## src/rtl/mem_access_pkg.sv

```systemverilog
// rtl/mem_access_pkg.sv - mem_op codes, FSM state type and store-lane helpers shared by mem_access
package mem_access_pkg;

  localparam int OP_W    = 4;
  localparam int STATE_W = 2;

  localparam logic [OP_W-1:0] OP_NOP = 4'd0;
  localparam logic [OP_W-1:0] OP_LB  = 4'd1;
  localparam logic [OP_W-1:0] OP_LBU = 4'd2;
  localparam logic [OP_W-1:0] OP_LH  = 4'd3;
  localparam logic [OP_W-1:0] OP_LHU = 4'd4;
  localparam logic [OP_W-1:0] OP_LW  = 4'd5;
  localparam logic [OP_W-1:0] OP_SB  = 4'd6;
  localparam logic [OP_W-1:0] OP_SH  = 4'd7;
  localparam logic [OP_W-1:0] OP_SW  = 4'd8;

  typedef enum logic [STATE_W-1:0] {
    ST_IDLE = 2'd0,
    ST_ADDR = 2'd1,
    ST_DATA = 2'd2
  } state_t;

  typedef enum logic [1:0] {SZ_BYTE, SZ_HALF, SZ_WORD} size_t;

  function automatic logic is_mem_op(input logic [OP_W-1:0] op);
    return op inside {OP_LB, OP_LBU, OP_LH, OP_LHU, OP_LW, OP_SB, OP_SH, OP_SW};
  endfunction

  function automatic logic is_store_op(input logic [OP_W-1:0] op);
    return op inside {OP_SB, OP_SH, OP_SW};
  endfunction

  function automatic size_t op_size(input logic [OP_W-1:0] op);
    case (op)
      OP_LB, OP_LBU, OP_SB: return SZ_BYTE;
      OP_LH, OP_LHU, OP_SH: return SZ_HALF;
      default:              return SZ_WORD;
    endcase
  endfunction

  // Half strobes ignore addr[0]: a misaligned half lands on its containing half-word.
  function automatic logic [3:0] store_strb(input logic [OP_W-1:0] op, input logic [1:0] lo);
    if (!is_store_op(op)) return 4'b0000;
    case (op_size(op))
      SZ_BYTE: return 4'b0001 << lo;
      SZ_HALF: return lo[1] ? 4'b1100 : 4'b0011;
      default: return 4'b1111;
    endcase
  endfunction

  function automatic logic [31:0] store_lanes(input logic [OP_W-1:0] op, input logic [31:0] data);
    if (!is_store_op(op)) return 32'h0;
    case (op_size(op))
      SZ_BYTE: return {4{data[7:0]}};
      SZ_HALF: return {2{data[15:0]}};
      default: return data;
    endcase
  endfunction

  function automatic logic is_misaligned(input logic [OP_W-1:0] op, input logic [1:0] lo);
    case (op_size(op))
      SZ_HALF: return lo[0];
      SZ_WORD: return lo != 2'b00;
      default: return 1'b0;
    endcase
  endfunction

endpackage

```

## src/rtl/mem_access_load_align.sv

```systemverilog
// rtl/mem_access_load_align.sv - selects the addressed byte/half of a load response and extends it
module load_align
  import mem_access_pkg::*;
(
  input  logic [OP_W-1:0] op,
  input  logic [1:0]      addr_lo,
  input  logic [31:0]     rdata,
  output logic [31:0]     data
);

  logic [7:0]  byte_sel;
  logic [15:0] half_sel;

  always_comb begin
    byte_sel = 8'h00;
    half_sel = addr_lo[1] ? rdata[31:16] : rdata[15:0];
    data     = rdata;
    case (addr_lo)
      2'd0:    byte_sel = rdata[7:0];
      2'd1:    byte_sel = rdata[15:8];
      2'd2:    byte_sel = rdata[23:16];
      default: byte_sel = rdata[31:24];
    endcase
    case (op)
      OP_LB:   data = {{24{byte_sel[7]}}, byte_sel};
      OP_LBU:  data = {24'h0, byte_sel};
      OP_LH:   data = {{16{half_sel[15]}}, half_sel};
      OP_LHU:  data = {16'h0, half_sel};
      default: data = rdata;
    endcase
  end

endmodule

```

## src/rtl/mem_access.sv

```systemverilog
// rtl/mem_access.sv - MEM-stage data-bus access FSM with registered writeback and upstream stall
// Optional MISALIGN_CHECK_EN: rejects misaligned half/word accesses and pulses misalign_exc.
module mem_access
  import mem_access_pkg::*;
#(
  parameter int ADDR_W = 32
) (
  input  logic              clk,
  input  logic              rst,
  input  logic              mem_valid,
  input  logic [OP_W-1:0]   mem_op,
  input  logic [ADDR_W-1:0] mem_addr,
  input  logic [31:0]       mem_store_data,
  input  logic [31:0]       mem_reg_write_data,
  input  logic [4:0]        mem_reg_write_addr,
  input  logic              mem_reg_write_en,
  output logic              data_req,
  output logic              data_we,
  output logic [ADDR_W-1:0] data_addr,
  output logic [3:0]        data_wstrb,
  output logic [31:0]       data_wdata,
  input  logic              data_addr_ok,
  input  logic              data_data_ok,
  input  logic [31:0]       data_rdata,
  output logic [31:0]       wb_reg_write_data,
  output logic [4:0]        wb_reg_write_addr,
  output logic              wb_reg_write_en,
  output logic              stall_req
`ifdef MISALIGN_CHECK_EN
  ,
  output logic              misalign_exc
`endif
);

  state_t          state;
  logic [OP_W-1:0] op_q;
  logic [4:0]      rd_addr_q;
  logic            rd_en_q;
  logic            mem_cmd;
  logic            misaligned;
  logic            start;
  logic            complete;
  logic [31:0]     load_data;

  assign mem_cmd = mem_valid && is_mem_op(mem_op);

`ifdef MISALIGN_CHECK_EN
  assign misaligned   = is_misaligned(mem_op, mem_addr[1:0]);
  assign misalign_exc = (state == ST_IDLE) && mem_cmd && misaligned;
`else
  assign misaligned   = 1'b0;
`endif

  assign start    = (state == ST_IDLE) && mem_cmd && !misaligned;
  assign complete = ((state == ST_ADDR) && data_addr_ok && data_data_ok) ||
                    ((state == ST_DATA) && data_data_ok);
  // The completion cycle already releases the pipeline so the next op lands in IDLE.
  assign stall_req = start || ((state != ST_IDLE) && !complete);

  load_align u_load_align (
    .op      (op_q),
    .addr_lo (data_addr[1:0]),
    .rdata   (data_rdata),
    .data    (load_data)
  );

  always_ff @(posedge clk) begin
    if (!rst) begin
      state             <= ST_IDLE;
      data_req          <= 1'b0;
      data_we           <= 1'b0;
      data_addr         <= '0;
      data_wstrb        <= 4'b0000;
      data_wdata        <= 32'h0;
      op_q              <= OP_NOP;
      rd_addr_q         <= 5'd0;
      rd_en_q           <= 1'b0;
      wb_reg_write_data <= 32'h0;
      wb_reg_write_addr <= 5'd0;
      wb_reg_write_en   <= 1'b0;
    end else begin
      wb_reg_write_en <= 1'b0;
      case (state)
        ST_IDLE: begin
          if (start) begin
            state      <= ST_ADDR;
            data_req   <= 1'b1;
            data_we    <= is_store_op(mem_op);
            data_addr  <= mem_addr;
            data_wstrb <= store_strb(mem_op, mem_addr[1:0]);
            data_wdata <= store_lanes(mem_op, mem_store_data);
            op_q       <= mem_op;
            rd_addr_q  <= mem_reg_write_addr;
            rd_en_q    <= mem_reg_write_en && !is_store_op(mem_op);
          end else if (!mem_cmd) begin
            // A rejected misaligned access falls through neither branch: one-cycle bubble.
            wb_reg_write_data <= mem_reg_write_data;
            wb_reg_write_addr <= mem_reg_write_addr;
            wb_reg_write_en   <= mem_reg_write_en;
          end
        end
        ST_ADDR: begin
          if (data_addr_ok) begin
            data_req <= 1'b0;
            state    <= data_data_ok ? ST_IDLE : ST_DATA;
          end
        end
        ST_DATA: begin
          if (data_data_ok) state <= ST_IDLE;
        end
        default: state <= ST_IDLE;
      endcase
      if (complete) begin
        wb_reg_write_data <= load_data;
        wb_reg_write_addr <= rd_addr_q;
        wb_reg_write_en   <= rd_en_q;
      end
    end
  end

endmodule

```

## config.mk

```make
export PLATFORM = sky130hd
export DESIGN_NAME = mem_access
export DESIGN_NICKNAME = d
export VERILOG_FILES = /design/src/rtl/mem_access_pkg.sv /design/src/rtl/mem_access_load_align.sv /design/src/rtl/mem_access.sv
export SDC_FILE = /design/constraint.sdc
export NUM_CORES = 1
export LEC_CHECK = 0
export CAP_MARGIN = 20
export CORE_MARGIN = 2
export CORE_UTILIZATION = 42
export DETAILED_ROUTE_END_ITERATION = 8
export PLACE_DENSITY = 0.8
export SLEW_MARGIN = 20
export SYNTH_ARGS = -nofsm -noshare
export SYNTH_HDL_FRONTEND = slang
export SYNTH_SLANG_ARGS = --single-unit
```

## constraint.sdc

```tcl
create_clock -name clk -period 2.75 [get_ports clk]
set_clock_uncertainty 0.2 [all_clocks]
set_input_delay 0.275 -clock clk [delete_from_list [all_inputs] [get_ports clk]]
set_output_delay 0.275 -clock clk [all_outputs]
set_load 0.02 [all_outputs]
```

; After elaboration in Yosys (flattened, before gate mapping)
; Index checks and enable logic that the tools add are counted.
[totals]
regBits = 120
input_bits = 143
out_inout_bits = 109
wordCells = 99
[classes]
eq_ne = 22
shift = 1
n_mux = 39
n_reduce_logical = 25
[ops]
columns = op, n
row1 = two-way mux 32 bit, 6
row2 = case mux 32 bit (4 select lines), 1
row3 = case mux 32 bit (2 select lines), 1
row4 = case mux 8 bit (3 select lines), 1
row5 = "== test 4 x 3 -> 1 bit, second input constant", 5
row6 = two-way mux 5 bit, 4
row7 = "== test 4 x 2 -> 1 bit, second input constant", 4
row8 = two-way mux 16 bit, 1
row9 = two-way mux 2 bit, 8
row10 = two-way mux 4 bit, 3
row11 = two-way mux 1 bit, 10
row12 = AND reduction 3 bit, 3
row13 = "== test 4 x 1 -> 1 bit, second input constant", 2
row14 = case mux 4 bit (2 select lines), 1
row15 = nonzero test 8 bit, 1
row16 = logical AND 1 bit, 7
row17 = "== test 2 x 1 -> 1 bit, second input constant", 3
row18 = zero test 2 bit, 3
row19 = "!= test 2 bit, second input constant", 3
row20 = case mux 2 bit (3 select lines), 1
row21 = nonzero test 2 bit, 3
row22 = OR reduction 3 bit, 2
row23 = "== test 2 bit, second input constant", 2
row24 = "== test 4 bit, second input constant", 1
row25 = 8 further kinds, 11

; Logic depth before layout (Yosys ltp)
; Gate-level depths: netlist of run 1.
[logic_depth]
depth_word = 14
mapped_depth = 8
mapped_depth_nobuf = 5

; Modules after synthesis
; A second synthesis of run 1 with hierarchy kept.
[unflattened]
cells_unflattened = 673
area_unflattened_um2 = 5999.5
[modules_own_cells]
columns = mod, instances, cells_per_inst, area_each_um2, seq_area_each_um2
row1 = mem_access, 1, 553, 4978.5, 2402.3
row2 = load_align, 1, 120, 1021.0, 0.0

; Worst setup path after synthesis of run 1
; No wires, ideal clock.
[synth_path]
path_kind = register to register
from = reg data_addr[1]
to = reg wb_reg_write_data[22]
setup_ps = 117
arrival_time_ps = 2039
required_time_ps = 2433
setup_slack_ps = 393
stages_incl_launch_ff = 8
n_path_buf = 2
synth_period_minus_slack_ps = 2357
path_cell_list = dfxtp_1 clkbuf_1 mux2_2 mux2i_1 o41a_1 clkbuf_1 nand2_1 a32o_1
[synth_via]
elab_chain_cells = 4
elab_cells_between_ends = 7
cone_classes = 2 x eq/ne / 4 x mux / 1 x reduce/logical
[synth_lines]
columns = item, line
row1 = start: declaration, mem_access.sv:19  ; output logic [ADDR_W-1:0] data_addr,
row2 = start signal: assignment, mem_access.sv:89  ; data_addr <= mem_addr;
row3 = == test 2 bit (tied with other cells), mem_access_load_align.sv:18  ; case (addr_lo)
row4 = case mux 8 bit (3 select lines), mem_access_load_align.sv:18
row5 = case mux 32 bit (4 select lines) (*), mem_access_load_align.sv:24  ; case (op)
row6 = two-way mux 32 bit (*), mem_access.sv:113  ; if (complete) begin
row7 = end signal: assignment, mem_access.sv:97  ; wb_reg_write_data <= mem_reg_write_data;
row8 = end signal: assignment, mem_access.sv:114  ; wb_reg_write_data <= load_data;
row9 = end: declaration, mem_access.sv:25  ; output logic [31:0] wb_reg_write_data,
; Mark *: on every way between the ends. The rest lies on a longest branch, timed or not.
; A chain may end at the register's enable or synchronous reset.

; Final worst setup path of run 1
[layout_path]
from = in mem_op[3]
to = out stall_req
[layout_via]
elab_chain_cells = 5
elab_cells_between_ends = 12
cone_classes = 8 x eq/ne / 4 x reduce/logical
[layout_lines]
columns = item, line
row1 = start: declaration, mem_access.sv:11  ; input logic [OP_W-1:0] mem_op,
row2 = == test 4 x 1 -> 1 bit (tied with other cells), mem_access_pkg.sv:26  ; return op inside {OP_LB, OP_LBU, OP_LH, OP_LHU, OP_LW, OP_SB, OP_SH, OP_SW};
row3 = nonzero test 8 bit (*), mem_access_pkg.sv:26
row4 = logical AND 1 bit (*), mem_access.sv:45  ; assign mem_cmd = mem_valid && is_mem_op(mem_op);
row5 = logical AND 1 bit (*), mem_access.sv:54  ; assign start = (state == ST_IDLE) && mem_cmd && !misaligned;
row6 = logical OR 1 bit (*), mem_access.sv:58  ; assign stall_req = start || ((state != ST_IDLE) && !complete);
row7 = end: declaration, mem_access.sv:28  ; output logic stall_req
; Marked as above.

==> run metrics, run 1 <==
status completed; dpl ws around 0.052 ns; HPWL after DPL around 13 mm; Area after DPL 0.00843 mm²; reg2reg path depth 4; dpl cells ~1100; Critical Path Start mem_op[3]; Startpoint Class primary input; Post-CTS Setup Inserts 0; final hold vios 0; initial core utilization 0.430; final setup violation count 0; fin. max-slew vios 0; EDFF count, synth 0; max frequency around 430 MHz; Syn Area/Cell 8.51 µm²; fillers 1090; Synth-to-Final Area Change 58.8%; Sink Count between 100 and 150; design area about 0.009 mm²; CTS Hold Bufs 0; Net count, final about 1100; Worst R2R Setup Slack between 0.5 and 0.6 ns; instance count of the mapped netlist 669; post-route ant nets 0; Worst Tran Pin Value 0.847 ns; Post-CTS Resized 0; area of the multi-input gates just over 0.003 mm²; synthesized area 0.00569 mm²; CP Max Fanout 3; Worst-Skew Late Latency between 0.4 and 0.5 ns; Crit path arrival time about 1.9 ns; GR Util All Layers 0.257; final worst-path cycle share 0.850; predominant post-synthesis flop cell dfxtp_1; H-tree levels 4; data required time of the critical path 2.28 ns; design internal power 3.87 mW; most frequent cells in the layout clkdlybuf4s50_1 (249), nand2_1 (157), dfxtp_1 (119); Overflow after GRT 0; Power Density just under 600 mW/mm²; core area 0.0132 mm²; Async S/R FF share, synth 0; final cell count without fillers 1098; worst r2r src op_q[0]$_SDFFE_PN0P_; share of cells above drive strength 1 0.0998; Switching Fraction 0.259; area occupied by registers between 0.002 and 0.0025 mm²; ant diodes 0; crit end category output port; VDD IR max 0.000514 V; Total Power 5.22 mW; fin crit period 2.34 ns; num rows between 40 and 50; final core utilization 0.683; clock group share of total power 0.427; Crit Reg-Reg Endpoint wb_reg_write_data[4]$_SDFFE_PN0P_; crit path kind primary input to output port; First-pass DRT Iterations 6; Yosys warnings 0; setup ws final 0.412 ns; Die W 120 µm; Die Y 120 µm; DR DRC count 0; worst hold path class primary input to flop; Sequential Power Share 0.365; Slew HR 0.419; CTS clk-pin slew, worst paths 0.05 ns; setup TNS 0 ns; Clock Tree Buf Depth 2; die area 0.0145 mm²; vias per cell 5.35; Setup crit end stall_req; via count 5875; first-pass GRT wire length about 30 mm; distinct cell type count after synthesis 46; IO Pins 252; final WL 18.7 mm; root buffer cell clkbuf_16; RSZ-0062 raised after global routing false; RD Place Congestion 0.906; Syn Nets 812; drt initial violations 501; combinational share of power 0.208; Hold Slack between 0.15 and 0.2 ns; sequential share of the synthesized area 0.422; switching pwr 1.35 mW; port buffer count between 200 and 300; #FFs+latches synth 120; vias in the first global route around 5800; CTS buffer count 17; antenna violations before repair 0; largest net degree at the start of global routing 61; CTS tree done; maxcap violations 0; most common cell after layout, fill and taps aside clkdlybuf4s50_1; Avg WL per Cell 17.0 µm; Pleak 3.41 nW
## synth_stat cells (10+ instances only)
| library cell | count | share of area |
|---|---|---|
| nand2_1 | 157 | 0.10 |
| dfxtp_1 | 120 | 0.42 |
| a21boi_0 | 48 | 0.063 |
| o21ai_0 | 35 | 0.031 |
| clkbuf_1 | 34 | 0.022 |
| nor2_1 | 29 | 0.019 |
| a21oi_1 | 27 | 0.024 |
| mux2_2 | 25 | 0.049 |
| mux2i_1 | 23 | 0.040 |
| nor2b_1 | 21 | 0.023 |
| a22oi_1 | 16 | 0.021 |
| buf_2 | 16 | 0.014 |
| o32ai_1 | 15 | 0.023 |
| a32o_1 | 12 | 0.021 |
| nand3_1 | 10 | 0.0088 |
## routing by layer
layer | track usage | routed length, µm
met1 | 0.306 | 7820
met3 | 0.0858 | 1260
met5 | 0 | 0
met4 | 0.0938 | 471
met2 | 0.430 | 9120
## power by group through the flow
| stage | Sequential (mW) | Combinational (mW) | Clock [mW] |
|---|---|---|---|
| after global routing | 1.91 | 1.17 | 2.35 |
| after global placement | 1.94 | 1.07 | 0 |
| final | 1.90 | 1.09 | 2.23 |
| after floorplan | 2.03 | 0.437 | 0 |
| after detailed placement | 1.94 | 1.08 | 0 |
| after CTS | 1.90 | 1.09 | 2.27 |
## sequential cells by signal, summed over array words and instances (netlist names)
name,flops
data_addr,32
data_wdata,32
wb_reg_write_data,32
rd_addr_q,5
wb_reg_write_addr,5
data_wstrb,4
op_q,4
state,2
data_req,1
data_we,1
rd_en_q,1
wb_reg_write_en,1
## cell families after synthesis
logic type | after synthesis | synth area share
DFF | 120 | 0.422
buffers and inverters | 57 | 0.0424
and+or+nand+nor | 239 | 0.181
xor gates and xnor gates | 2 | 0.00308
AOI/OAI and AO/OA | 203 | 0.261
muxes | 48 | 0.0899
## layout make-up
type                       instances  share of cell area
sequential                       120               0.266
clock inverter                     8              0.0102
tap                              176              0.0244
clock buffer                      23              0.0562
multi-input combinational        492               0.339
timing repair buffer             277               0.303
inverter                           2            0.000830
## critical path, cell delays in order
cell,delay [ns]
clkdlybuf4s50_1,0.43
or4_4,0.58
a311oi_4,0.29
nor2_1,0.08
dlymetal6s2s_1,0.21
## worst min-delay path by stage
stage,from,endpoint,cells past startpoint
after floorplan,data_data_ok,state[1]$_SDFFE_PN0P_,1
after global placement,wb_reg_write_data[24]$_SDFFE_PN0P_,wb_reg_write_data[24]$_SDFFE_PN0P_,1
after detailed placement,rd_addr_q[4]$_SDFFE_PN0P_,rd_addr_q[4]$_SDFFE_PN0P_,2
after CTS,rst,wb_reg_write_data[14]$_SDFFE_PN0P_,3
after global routing,rst,wb_reg_write_data[14]$_SDFFE_PN0P_,3
final,rst,wb_reg_write_data[14]$_SDFFE_PN0P_,3
Note: power is estimated with default switching activity, not from simulation.
==> inputs of run 2 (changes only) <==
--- a/config.mk
+++ b/config.mk
@@ -10,6 +10,7 @@
 export CORE_UTILIZATION = 42
 export DETAILED_ROUTE_END_ITERATION = 8
 export PLACE_DENSITY = 0.8
+export SETUP_SLACK_MARGIN = 0.1
 export SLEW_MARGIN = 20
 export SYNTH_ARGS = -nofsm -noshare
 export SYNTH_HDL_FRONTEND = slang
==> run metrics, run 2 (synthesis gave the netlist of run 1 again) <==
CTS Hold Bufs 0 (unchanged); Hold Path Origin rst; Die Y 120 µm (unchanged); Clock Tree Buf Depth 2 (unchanged); RD Place Congestion 0.906 (unchanged); Startpoint Class primary input; Worst Tran Pin Value 0.829 ns (-0.0178 ns); final hold vios 0 (unchanged); data required time of the critical path 2.28 ns (about the same); CP Max Fanout 3 (unchanged); maxcap violations 0 (unchanged); worst r2r src state[1]$_SDFFE_PN0P_; largest net degree at the start of global routing 61 (unchanged); M3 GR Usage 0.0858 (unchanged); CP delay by family, top buffers and inverters; Synth-to-Final Area Change 58.6%; GR Util All Layers 0.257 (unchanged); fin. max-slew vios 0 (unchanged); DR DRC count 0 (unchanged); Slew HR 0.431 (+0.0122); Post-CTS Resized 1 (+1); fillers 1096 (+0.55%); final cell count without fillers 1098 (unchanged); slowest library cell on the worst path or4_4; met1 usage 0.306 (unchanged); Avg WL per Cell 17.0 µm (about the same); Sink Count 120 (unchanged); vias in the first global route 5832 (unchanged); VDD IR max 0.000514 V (about the same); WP buf/inv 2 (unchanged); core area 0.0132 mm² (unchanged); final WL 18.7 mm (about the same); port buffer count 251 (unchanged); crit end category output port; dpl cells 1067 (unchanged); busiest grt layer met2; CTS clk-pin slew, worst paths 0.06 ns (about the same); antenna violations before repair 0 (unchanged); root buffer cell clkbuf_16; num rows 42 (unchanged); crit path kind primary input to output port; Pleak 3.40 nW (-0.32%); grt met2 use 0.430 (unchanged); via count 5915 (+0.68%); Worst R2R Setup Slack 0.53 ns (about the same); reg2reg path depth 5 (+1); Net count, final 1053 (unchanged); setup TNS 0 ns (unchanged); HPWL after DPL 13.4 mm (unchanged); First-pass DRT Iterations 5 (-1); Worst-Skew Late Latency 0.42 ns (about the same); post-route ant nets 0 (unchanged); most frequent cells in the layout clkdlybuf4s50_1 (249), nand2_1 (157), dfxtp_1 (120); Post-CTS Setup Inserts 0 (unchanged); first-pass GRT wire length 29.2 mm (unchanged); Power Density 578 mW/mm² (+0.17%); share of cells above drive strength 1 0.0987 (-0.00108); Crit Reg-Reg Endpoint wb_reg_write_data[19]$_SDFFE_PN0P_; slowest cell delay on critical path 0.58 ns (about the same); RSZ-0062 raised after global routing false; Area after DPL 0.00843 mm² (unchanged); Die W 120 µm (unchanged); Hold EP wb_reg_write_data[6]$_SDFFE_PN0P_; worst hold path class primary input to flop; final worst-path cycle share 0.893 (+0.0424); Hold Path Depth 3 (unchanged); initial core utilization 0.430 (unchanged); fin crit period 2.45 ns (+0.116 ns); CTS buffer count 17 (unchanged); top flop regs data_addr (32), data_wdata (32), wb_reg_write_data (32); Crit path arrival time 1.98 ns (+0.12 ns); final setup violation count 0 (unchanged); H-tree levels 4 (unchanged); CTS tree done; most common cell after layout, fill and taps aside clkdlybuf4s50_1; drt initial violations 493 (-1.6%); IO Pins 252 (unchanged); status completed; vias per cell 5.39 (+0.68%); design area 0.00903 mm² (-0.15%); die area 0.0145 mm² (unchanged); Overflow after GRT 0 (unchanged); ant diodes 0 (unchanged); max frequency 407 MHz (-4.7%); CP cell instances clkdlybuf4s50_1, or4_4, a311oi_4, nor2_1, dlygate4sd2_1
==> run 2: changes by cell type in the layout (fill, tap and decap cells not counted) <==
cell / previous run / this run
o31ai_4: 1 / 0
dfxtp_2: 1 / 0
o31ai_2: 0 / 1
dlymetal6s2s_1: 1 / 0
dfxtp_1: 119 / 120
dlygate4sd2_1: 0 / 1
==> run 2: layout make-up <==
cell class	count	area, µm²	share of cell area
tap	176	220	0.0244
timing repair buffer	277	2740	0.303
clock inverter	8	92.6	0.0103
inverter	2	7.51	0.000832
clock buffer	23	508	0.0563
multi-input combinational	492	3060	0.339
sequential	120	2400	0.266
==> run 2: through the flow <==
stage / hold slack (ns) / power [mW] / worst slack (ns) / utilization
finish: 0.176 / 5.22 / 0.295 / 0.682
global route: 0.159 / 5.42 / 0.205 / 0.682
CTS: 0.146 / 5.25 / 0.290 / 0.682
detailed placement: 0.254 / 3.02 / 0.0519 / 0.636
global placement: 0.246 / 3.01 / 0.0890 / 0.636
floorplan: 0.151 / 2.47 / 0.393 / -
==> run 2: how the worst max path moves through the flow <==
stage | from | to | slack, ns | cells after the start
5_1_grt | mem_op[0] | stall_req | 0.21 | 6
3_5_place_dp | mem_op[3] | wb_reg_write_data[0]$_SDFFE_PN0P_ | 0.05 | 7
3_3_place_gp | mem_op[3] | stall_req | 0.09 | 5
2_1_floorplan | data_addr[1]$_SDFFE_PN0P_ | wb_reg_write_data[22]$_SDFFE_PN0P_ | 0.39 | 7
6_report | mem_op[3] | stall_req | 0.30 | 5
4_1_cts | mem_op[3] | stall_req | 0.29 | 5
==> run 2: metal layers <==
metal  vias up  share of wire
li1       2869              -
met5         -              0
met1      2792           0.42
met3        32          0.068
met4         0          0.024
met2       222           0.49
==> run 2: report_power, final <==
part           internal (mW)  switching [mW]
Combinational          0.563           0.522
Clock                   1.46           0.771
Sequential              1.84          0.0625
==> run 2: worst register-to-register path, delay by kind of cell, from the launching register on <==
| kind | cells | cell delay [ns] |
|---|---|---|
| and+or+nand+nor | 2 | 0.44 |
| DFF | 1 | 0.51 |
| AOI/OAI and AO/OA | 3 | 0.96 |
==> inputs of run 3 (changes only) <==
==> constraint.sdc (replaced) <==
create_clock -name clk -period 2.8 [get_ports clk]
set_clock_uncertainty 0.2 [all_clocks]
set_input_delay 0.28 -clock clk [delete_from_list [all_inputs] [get_ports clk]]
set_output_delay 0.28 -clock clk [all_outputs]
set_load 0.02 [all_outputs]
==> run metrics, run 3 (synthesis gave the netlist of run 1 again) <==
status completed; top flop regs data_addr (32), data_wdata (32), wb_reg_write_data (32); Hold Path Depth 3 (unchanged); final cell count without fillers 1093 (-0.46%); Crit Reg-Reg Endpoint wb_reg_write_data[31]$_SDFFE_PN0P_; CTS clk-pin slew, worst paths 0.05 ns (about the same); final core utilization 0.678 (-0.00350); IO Pins 252 (unchanged); crit end category output port; maxcap violations 0 (unchanged); first-pass GRT wire length 29.1 mm (-0.36%); root buffer cell clkbuf_16; worst hold path class primary input to flop; initial core utilization 0.430 (unchanged); design internal power 3.77 mW (-2.6%); VDD IR max 0.000475 V (-7.6%); final worst-path cycle share 0.891; GR Util All Layers 0.256 (-0.00100); vias in the first global route 5661 (-2.9%); reg2reg path depth 6 (+1); via count 5854 (-1.0%); vias per cell 5.36 (-0.58%); Worst Tran Pin Value 0.795 ns (-0.0339 ns); Avg WL per Cell 17.0 µm (+0.23%); CTS buffer count 17 (unchanged); Clock Tree Buf Depth 2 (unchanged); dpl cells 1062 (-0.47%); Worst-Skew Late Latency 0.42 ns (about the same); Hold Slack 0.0679 ns (-0.108 ns); Sink Count 120 (unchanged); CP Max Fanout 3 (unchanged); First-pass DRT Iterations 5 (unchanged); data required time of the critical path 2.32 ns (+0.04 ns); port buffer count 251 (unchanged); Die Y 120 µm (unchanged); Startpoint Class primary input; combinational share of power 0.208 (about the same); max frequency 401 MHz; Crit path arrival time 2.02 ns (+0.04 ns); share of cells above drive strength 1 0.0894 (-0.00928); dpl ws 0.0395 ns (-0.0124 ns); setup TNS 0 ns (unchanged); most common cell after layout, fill and taps aside clkdlybuf4s50_1; Worst R2R Setup Slack 0.52 ns (about the same); area occupied by registers 0.00240 mm² (unchanged); final WL 18.6 mm (-0.22%); switching pwr 1.32 mW (-2.7%); CTS tree done; core area 0.0132 mm² (unchanged); crit path kind primary input to output port; Slew HR 0.455 (+0.0233); RSZ-0062 raised after global routing false; HPWL after DPL 13.4 mm (about the same); CTS Hold Bufs 0 (unchanged); fin. max-slew vios 0 (unchanged); Switching Fraction 0.259 (about the same); die area 0.0145 mm² (unchanged); clock group share of total power 0.424 (-0.004); Total Power 5.08 mW (-2.6%); H-tree levels 4 (unchanged); fillers 1076 (-1.8%); Synth-to-Final Area Change 57.8%; Net count, final 1048 (-0.47%); RD Place Congestion 0.904 (-0.29%); setup ws final 0.304 ns (+0.00907 ns); largest net degree at the start of global routing 99 (+62%); worst r2r src state[1]$_SDFFE_PN0P_; final setup violation count 0 (unchanged); Die W 120 µm (unchanged); num rows 42 (unchanged); Hold EP wb_reg_write_addr[0]$_SDFFE_PN0P_; ant diodes 0 (unchanged); Overflow after GRT 0 (unchanged); most frequent cells in the layout clkdlybuf4s50_1 (249), nand2_1 (157), dfxtp_1 (120); design area 0.00898 mm² (-0.51%); Area after DPL 0.00840 mm² (-0.30%); Hold Path Origin rst; drt initial violations 533 (+8.1%); Pleak 3.36 nW (-1.2%); fin crit period 2.50 ns; post-route ant nets 0 (unchanged); DR DRC count 0 (unchanged); Sequential Power Share 0.368 (+0.003); final hold vios 0 (unchanged); Power Density 566 mW/mm² (-2.1%); antenna violations before repair 0 (unchanged); area of the multi-input gates 0.00306 mm² (unchanged)
## run 3: cell count changes in the layout (fill, tap and decap cells not counted), sizes merged
cell / change
buf: -5
bufinv: +1
clkbuf: -1
clkinv: -1
clkinvlp: +1
## run 3: power groups by stage
stage / sequential (mW) / clock (mW) / combinational (mW)
floorplan: 2.00 / 0 / 0.429
global placement: 1.90 / 0 / 1.05
detailed placement: 1.90 / 0 / 1.05
CTS: 1.87 / 2.19 / 1.06
global route: 1.88 / 2.26 / 1.14
finish: 1.87 / 2.15 / 1.06
## run 3: cell type report
| cell class | instances | share of cell area |
|---|---|---|
| timing repair buffer | 272 | 0.302 |
| multi-input combinational | 492 | 0.340 |
| clock inverter | 9 | 0.0139 |
| clock buffer | 22 | 0.0506 |
| tap | 176 | 0.0245 |
| sequential | 120 | 0.267 |
| inverter | 2 | 0.000836 |
## run 3: how the worst max path moves through the flow
stage                                         start                                 end  cells after the start
final                                     mem_op[3]                           stall_req                      5
after global routing                      mem_op[3]                           stall_req                      5
after CTS                                 mem_op[3]                           stall_req                      5
after detailed placement                  mem_op[3]   wb_reg_write_data[5]$_SDFFE_PN0P_                      7
after global placement                    mem_op[3]   wb_reg_write_data[5]$_SDFFE_PN0P_                      7
after floorplan           data_addr[1]$_SDFFE_PN0P_  wb_reg_write_data[22]$_SDFFE_PN0P_                      7
## run 3: worst max-delay path, cell delays in order
cell and delay (ns):
clkdlybuf4s50_1 0.44, or4_4 0.58, a311oi_4 0.30, nor2_1 0.09
dlygate4sd2_1 0.33
## run 3: timing repair
action	in CTS	in global routing
gates resized for setup	1	0
endpoints found under the setup margin	1	0
buffers inserted	0	0
## run 3: per-layer routing
layer | global-route usage | part of all wire | vias up
met5 | 0 | 0 | -
met2 | 0.402 | 0.46 | 240
met4 | 0.142 | 0.045 | 0
met3 | 0.0670 | 0.069 | 60
met1 | 0.318 | 0.42 | 2694
li1 | - | - | 2860
